`src/rtl/inert_spi_resp.sv`:
```
// SPI slave register responder for an inertial sensor core.
// Decodes 16-bit SPI frames (R/W, 7-bit address, 8-bit data) against a small
// register map, holds the latest pitch-rate / Z-acceleration sample for
// readback and raises a data-ready interrupt when a new sample lands.
module inert_spi_resp (
   input  logic        clk,
   input  logic        rst,
   input  logic        SS_n,
   input  logic        SCLK,
   input  logic        MOSI,
   output logic        MISO,
   output logic        INT,
   input  logic [15:0] ptch_rt,
   input  logic [15:0] az,
   input  logic        new_smpl,
   output logic        cfg_ok
);

   typedef enum logic [1:0] {
      IDLE   = 2'd0,
      SHIFT  = 2'd1,
      COMMIT = 2'd2
   } state_t;

   localparam logic [4:0] FRAME_BITS = 5'd16;
   localparam logic [4:0] ADDR_BITS  = 5'd8;
   localparam logic [7:0] WHO_AM_I   = 8'h6A;

   // Synchronizer chains: [0] is the first flop, [2] the edge-detect flop.
   logic [2:0]  ssSync_q;
   logic [2:0]  sclkSync_q;
   logic [1:0]  mosiSync_q;

   // Frame engine state.
   state_t      state_q;
   logic [4:0]  bitCnt_q;
   logic [15:0] rxShift_q;
   logic [7:0]  txShift_q;
   logic        miso_q;

   // Register file and sample path.
   logic [7:0]  cfg0D_q;
   logic [7:0]  cfg10_q;
   logic [7:0]  cfg11_q;
   logic [7:0]  cfg14_q;
   logic [15:0] heldPtch_q;
   logic [15:0] heldAz_q;
   logic [15:0] pendPtch_q;
   logic [15:0] pendAz_q;
   logic        pendFlag_q;
   logic        heldUpd_q;
   logic        int_q;
   logic        cfgOk_q;

   // Next-state values for the sample path and interrupt.
   logic [15:0] heldPtch_d;
   logic [15:0] heldAz_d;
   logic [15:0] pendPtch_d;
   logic [15:0] pendAz_d;
   logic        pendFlag_d;
   logic        heldLoad_d;
   logic        int_d;

   // Decoded events and helpers.
   logic        ssFall;
   logic        ssRise;
   logic        sclkRise;
   logic        sclkFall;
   logic        mosiBit;
   logic [6:0]  decodeAddr;
   logic [7:0]  readData;
   logic        commitWrite;
   logic        commitIntClr;
   logic        flushPoint;
   logic        intSetNow;
   logic        intSetNext;

   assign ssFall   =  ssSync_q[2] & ~ssSync_q[1];
   assign ssRise   = ~ssSync_q[2] &  ssSync_q[1];
   assign sclkRise = ~sclkSync_q[2] &  sclkSync_q[1];
   assign sclkFall =  sclkSync_q[2] & ~sclkSync_q[1];
   assign mosiBit  =  mosiSync_q[1];

   assign MISO   = miso_q;
   assign INT    = int_q;
   assign cfg_ok = cfgOk_q;

   // Bring the asynchronous SPI pins into the clk domain; idle levels on reset.
   always_ff @(posedge clk or posedge rst) begin
      if (rst) begin
         ssSync_q   <= 3'b111;
         sclkSync_q <= 3'b111;
         mosiSync_q <= 2'b00;
      end else begin
         ssSync_q   <= {ssSync_q[1:0], SS_n};
         sclkSync_q <= {sclkSync_q[1:0], SCLK};
         mosiSync_q <= {mosiSync_q[0], MOSI};
      end
   end

   // Read mux: evaluated at the 8th SCLK rise, when the address's last bit
   // is arriving on MOSI and the R/W bit sits at rxShift_q[6].
   always_comb begin
      decodeAddr = {rxShift_q[5:0], mosiBit};
      readData   = 8'h00;
      case (decodeAddr)
         7'h0D:   readData = cfg0D_q;
         7'h0F:   readData = WHO_AM_I;
         7'h10:   readData = cfg10_q;
         7'h11:   readData = cfg11_q;
         7'h14:   readData = cfg14_q;
         7'h22:   readData = heldPtch_q[7:0];
         7'h23:   readData = heldPtch_q[15:8];
         7'h2C:   readData = heldAz_q[7:0];
         7'h2D:   readData = heldAz_q[15:8];
         default: readData = 8'h00;
      endcase
   end

   // Frame engine: shift MOSI in on SCLK rises, read data out on SCLK falls.
   always_ff @(posedge clk or posedge rst) begin
      if (rst) begin
         state_q   <= IDLE;
         bitCnt_q  <= 5'd0;
         rxShift_q <= 16'h0000;
         txShift_q <= 8'h00;
         miso_q    <= 1'b0;
      end else begin
         case (state_q)
            IDLE: begin
               miso_q    <= 1'b0;
               txShift_q <= 8'h00;
               if (ssFall) begin
                  state_q   <= SHIFT;
                  bitCnt_q  <= 5'd0;
                  rxShift_q <= 16'h0000;
               end
            end
            SHIFT: begin
               if (ssRise) begin
                  miso_q  <= 1'b0;
                  state_q <= (bitCnt_q == FRAME_BITS) ? COMMIT : IDLE;
               end else begin
                  if (sclkRise && (bitCnt_q != FRAME_BITS)) begin
                     rxShift_q <= {rxShift_q[14:0], mosiBit};
                     bitCnt_q  <= bitCnt_q + 5'd1;
                     if (bitCnt_q == (ADDR_BITS - 5'd1)) begin
                        txShift_q <= rxShift_q[6] ? readData : 8'h00;
                     end
                  end
                  if (sclkFall && (bitCnt_q >= ADDR_BITS) && (bitCnt_q != FRAME_BITS)) begin
                     miso_q    <= txShift_q[7];
                     txShift_q <= {txShift_q[6:0], 1'b0};
                  end
               end
            end
            COMMIT: begin
               miso_q  <= 1'b0;
               state_q <= IDLE;
            end
            default: begin
               miso_q  <= 1'b0;
               state_q <= IDLE;
            end
         endcase
      end
   end

   // Sample hand-off, frame-end actions and interrupt next state.
   always_comb begin
      commitWrite  = (state_q == COMMIT) && !rxShift_q[15];
      commitIntClr = (state_q == COMMIT) && rxShift_q[15] && (rxShift_q[14:8] == 7'h2D);
      flushPoint   = (state_q == COMMIT) ||
                     ((state_q == SHIFT) && ssRise && (bitCnt_q != FRAME_BITS));

      heldPtch_d = heldPtch_q;
      heldAz_d   = heldAz_q;
      heldLoad_d = 1'b0;
      if (new_smpl && ((state_q == IDLE) || flushPoint)) begin
         heldPtch_d = ptch_rt;
         heldAz_d   = az;
         heldLoad_d = 1'b1;
      end else if (flushPoint && pendFlag_q) begin
         heldPtch_d = pendPtch_q;
         heldAz_d   = pendAz_q;
         heldLoad_d = 1'b1;
      end

      pendPtch_d = pendPtch_q;
      pendAz_d   = pendAz_q;
      pendFlag_d = pendFlag_q;
      if (flushPoint) begin
         pendFlag_d = 1'b0;
      end else if (new_smpl && (state_q != IDLE)) begin
         pendPtch_d = ptch_rt;
         pendAz_d   = az;
         pendFlag_d = 1'b1;
      end

      // A sample landing at the same edge as the clear counts as a set, so
      // the clear is withheld and INT never glitches low.
      intSetNow  = heldUpd_q  & cfg0D_q[1];
      intSetNext = heldLoad_d & cfg0D_q[1];
      int_d      = intSetNow | (int_q & ~(commitIntClr & ~intSetNext));
   end

   // Config registers accept writes only in the commit cycle of a write frame.
   always_ff @(posedge clk or posedge rst) begin
      if (rst) begin
         cfg0D_q <= 8'h00;
         cfg10_q <= 8'h00;
         cfg11_q <= 8'h00;
         cfg14_q <= 8'h00;
      end else if (commitWrite) begin
         case (rxShift_q[14:8])
            7'h0D:   cfg0D_q <= rxShift_q[7:0];
            7'h10:   cfg10_q <= rxShift_q[7:0];
            7'h11:   cfg11_q <= rxShift_q[7:0];
            7'h14:   cfg14_q <= rxShift_q[7:0];
            default: ;
         endcase
      end
   end

   // Held/pending sample registers, interrupt and config-match flag.
   always_ff @(posedge clk or posedge rst) begin
      if (rst) begin
         heldPtch_q <= 16'h0000;
         heldAz_q   <= 16'h0000;
         pendPtch_q <= 16'h0000;
         pendAz_q   <= 16'h0000;
         pendFlag_q <= 1'b0;
         heldUpd_q  <= 1'b0;
         int_q      <= 1'b0;
         cfgOk_q    <= 1'b0;
      end else begin
         heldPtch_q <= heldPtch_d;
         heldAz_q   <= heldAz_d;
         pendPtch_q <= pendPtch_d;
         pendAz_q   <= pendAz_d;
         pendFlag_q <= pendFlag_d;
         heldUpd_q  <= heldLoad_d;
         int_q      <= int_d;
         cfgOk_q    <= (cfg0D_q == 8'h02) && (cfg10_q == 8'h53) &&
                       (cfg11_q == 8'h50) && (cfg14_q == 8'h60);
      end
   end

endmodule

```
`config.mk`:
```
export PLATFORM = sky130hd
export DESIGN_NAME = inert_spi_resp
export DESIGN_NICKNAME = d
export VERILOG_FILES = /design/src/rtl/inert_spi_resp.sv
export SDC_FILE = /design/constraint.sdc
export NUM_CORES = 1
export LEC_CHECK = 0
export BUFFER_PORTS_ARGS = -buffer_cell sky130_fd_sc_hd__buf_2
export CAP_MARGIN = 15
export CORE_UTILIZATION = 42
export CTS_CLUSTER_SIZE = 16
export DETAILED_ROUTE_END_ITERATION = 12
export GPL_ROUTABILITY_DRIVEN = 0
export SLEW_MARGIN = 30
export SYNTH_ARGS = -nofsm -noshare
export SYNTH_HDL_FRONTEND = slang
export SYNTH_SLANG_ARGS = --single-unit
```
`constraint.sdc`:
```
create_clock -name clk -period 9.2 [get_ports clk]
set_input_delay 1.38 -clock clk [delete_from_list [all_inputs] [get_ports clk]]
set_output_delay 1.38 -clock clk [all_outputs]
set_load 0.02 [all_outputs]
```
==> impl_metrics.csv <==
group,metric,value,unit
global_routing,grt_usage,18.9,%
pwr,irDropWorstVdd,146,uV
cts,htree_num_levels,4,
worst_hold_path,min_path_type,"reg -> reg",
layout,diodes,0,
cts,holdBufCountCts,0,
route,vias,4333,
sta,rsz0062_at_grt,"no",
floorplanning,rows,45,
pwr,power_frac_comb,11.2,%
route,met3_length,531,um
yosys,synth_commonest_cells,"dfrtp_1, nand2_1, mux2_2, o21ai_0, mux2i_1",
sta,max_slew_margin,49.7,%
sta,timing_hold_violations_final,0,
critical_path,crit_required,9.49,ns
run,drv_cap,0,
yosys,postSynthAreaPerCell,11.8,um^2
route,wl_met1,6650,um
yosys,synth-seq-area-share,53.6,%
layout,fin_util,49.5,%
sta,period_share,26.5,%
yosys,synth_top_area_share,51.2,%
critical_path,path_max_fanout,32,
sta,setup_tns,0,ns
route,wirelength,14000,um
pwr,power_report.internal_total,1.24,mW
floorplanning,initial_utilization,43.1,%
cts,cts_sinks,140,
layout,syn_to_final_growth,15.0,%
pwr,p_total,1.65,mW
yosys,yosys-top-cells-area,"dfrtp_1, mux2_2, mux2i_1",
cts,cts_made_buffers,17,
cts,clock_path_buffers,2,
sta,setup_viol,0,
pwr,p_leak,3.44,nW
yosys,syn_area,6550,um^2
yosys,syn_inst,554,
pwr,p_per_area,219,nW/um^2
floorplanning,fp.dieW,127,um
cts,clockRootBuffer,"clkbuf_16",
global_routing,overflow,0,
layout,fin_nets,626,
critical_path,reg2reg_slack,6.76,ns
cts,cts_setup_buffers,0,
yosys,ys.flop_type,"dfrtp_1",
critical_path,worst-setup-path-type,"reg -> reg",
place,hpwl,9400,um
layout,drive_above_1_share,29.9,%
route,drt_iter0_markers,289,
yosys,synth_cell_types,58,
yosys,ys_ff_latch,140,
cts,tritoncts,"done",
route,drc,0,
global_routing,grt_pass1_wl,23400,um
floorplanning,die_area,16100,um^2
sta,worst_pin_slew,0.754,ns
global_routing,antenna_found_initial,0,
place,portBuffers,40,
cts,clk_pin_slew,0.06,ns
yosys,synthMostInstantiatedCell,"dfrtp_1",
yosys,synth_edf_count,0,
layout,multi_input_area,2850,um^2
layout,fillers,1353,
yosys,synth_fp_nets,594,
route,via_per_inst,5.51,
global_routing,grt_pass1_vias,4470,
cts,cts_resized,0,
critical_path,cp-start-kind,"flop",
floorplanning,pin_count,41,
sta,period_needed,2.44,ns
layout,seq_area,3510,um^2
pwr,seqPwrFrac,45.3,%
floorplanning,die_h,127,um
sta,max_freq,0.410,GHz
pwr,switching_share,24.8,%
yosys,async_flop_share,100,%
route,drt_first_pass_iters,5,
global_routing,grt_max_degree,83,
sta,skew,0.00792,ns
cts,clk_latency,0.42,ns
critical_path,crit_arrival,2.73,ns
yosys,yosys_warnings,0,
yosys,synth_top_area_cell,"dfrtp_1",
route,route.met2.wl,6580,um
route,routedWlPerCell,17.8,um
outcome,status,"finished, final reports clean",
critical_path,end_kind,"flop",
pwr,power_frac_clock,43.5,%
sta,slew_viol_final,0,
pwr,power_switching,0.408,mW
route,highest_layer,"met4",
route,ant_nets,0,
floorplanning,coreArea,15200,um^2
power by group through the flow:
stage / clock network [mW] / logic, mW / registers [mW]
global placement: 0 / 0.174 / 0.753
finish: 0.718 / 0.184 / 0.746
floorplan: 0 / 0.154 / 0.729
global route: 0.757 / 0.206 / 0.756
detailed placement: 0 / 0.184 / 0.756
CTS: 0.731 / 0.186 / 0.746
through the flow:
step	hold WS [ns]	cells	setup slack [ns]	cell area (um^2)
after floorplan	0.331	554	4.08	6550
after global placement	0.335	753	6.34	6850
after detailed placement	0.336	755	6.34	6910
after CTS	0.358	787	6.76	7520
after global routing	0.358	787	6.54	7530
final	0.355	787	6.76	7530
logic make-up after synthesis:
logic type / count (synthesis) / share of synthesized area, %
simple gates: 148 / 12.2
flops: 140 / 53.6
mux: 120 / 20.4
compound gates: 101 / 9.76
buf+inv: 40 / 3.27
xor+xnor: 3 / 0.401
fa+ha+maj: 2 / 0.382
registers in the layout, summed over array words and instances, names as in the netlist, 16 cells and up:
signal      count
pendAz_q       16
heldAz_q       16
rxShift_q      16
heldPtch_q     16
pendPtch_q     16
path summary, 6_finish.rpt:
check                              start  depth (start not counted)            end
setup / recovery             bitCnt_q[0]                          8    heldAz_q[1]
hold / removal             mosiSync_q[0]                          0  mosiSync_q[1]
setup reg to reg             bitCnt_q[0]                          8    heldAz_q[1]
hold reg to reg            mosiSync_q[0]                          0  mosiSync_q[1]
max in group asynchronous            rst                          3  mosiSync_q[0]
min in group asynchronous            rst                          2  pendPtch_q[5]
cell usage in the layout (no fill, tap or decap), types with 3 or more instances in the layout:
cell type | Yosys | layout
nor3_1 | 8 | 8
o22a_1 | 4 | 4
nor4_4 | 2 | 3
a22oi_1 | 8 | 8
nor3b_1 | 3 | 3
mux2_2 | 73 | 73
clkbuf_16 | 0 | 17
nor4_1 | 4 | 4
a21oi_1 | 8 | 8
mux2i_1 | 37 | 37
mux2_4 | 8 | 8
dfstp_2 | 6 | 6
nor2_1 | 14 | 13
nand4_1 | 3 | 3
o21ai_0 | 54 | 54
clkbuf_1 | 15 | 3
buf_2 | 6 | 40
buf_4 | 5 | 5
nand2_1 | 78 | 78
bufinv_16 | 0 | 4
a222oi_1 | 4 | 4
a221o_1 | 7 | 7
xnor2_1 | 3 | 3
inv_1 | 6 | 5
nor4b_1 | 4 | 4
nand4b_1 | 3 | 3
a31oi_1 | 5 | 5
clkinv_2 | 0 | 3
dfrtp_1 | 134 | 134
nand2b_1 | 5 | 5
metal layers:
metal	global-route usage, %	vias to the layer above
li1	-	2068
met1	25.8	2151
met2	29.6	94
met3	3.71	20
met4	7.63	0
met5	0	-
critical path, stage by stage (launching register included):
cell	delay (ns)
dfrtp_1	0.42
inv_1	0.08
ha_1	0.21
nor4bb_1	0.41
nor3_1	0.17
o21ai_4	0.16
buf_4	0.49
mux2i_1	0.24
o21ai_0	0.10
area by class of cell:
class	instances	share of cell area, %
flip-flops and latches	140	46.6
multi-input cells	374	37.8
clock buffers	21	5.98
repair buffers	47	3.89
well taps	188	3.12
clock inverters	11	2.23
inverters	6	0.365
Power figures use the tool's default switching activity.
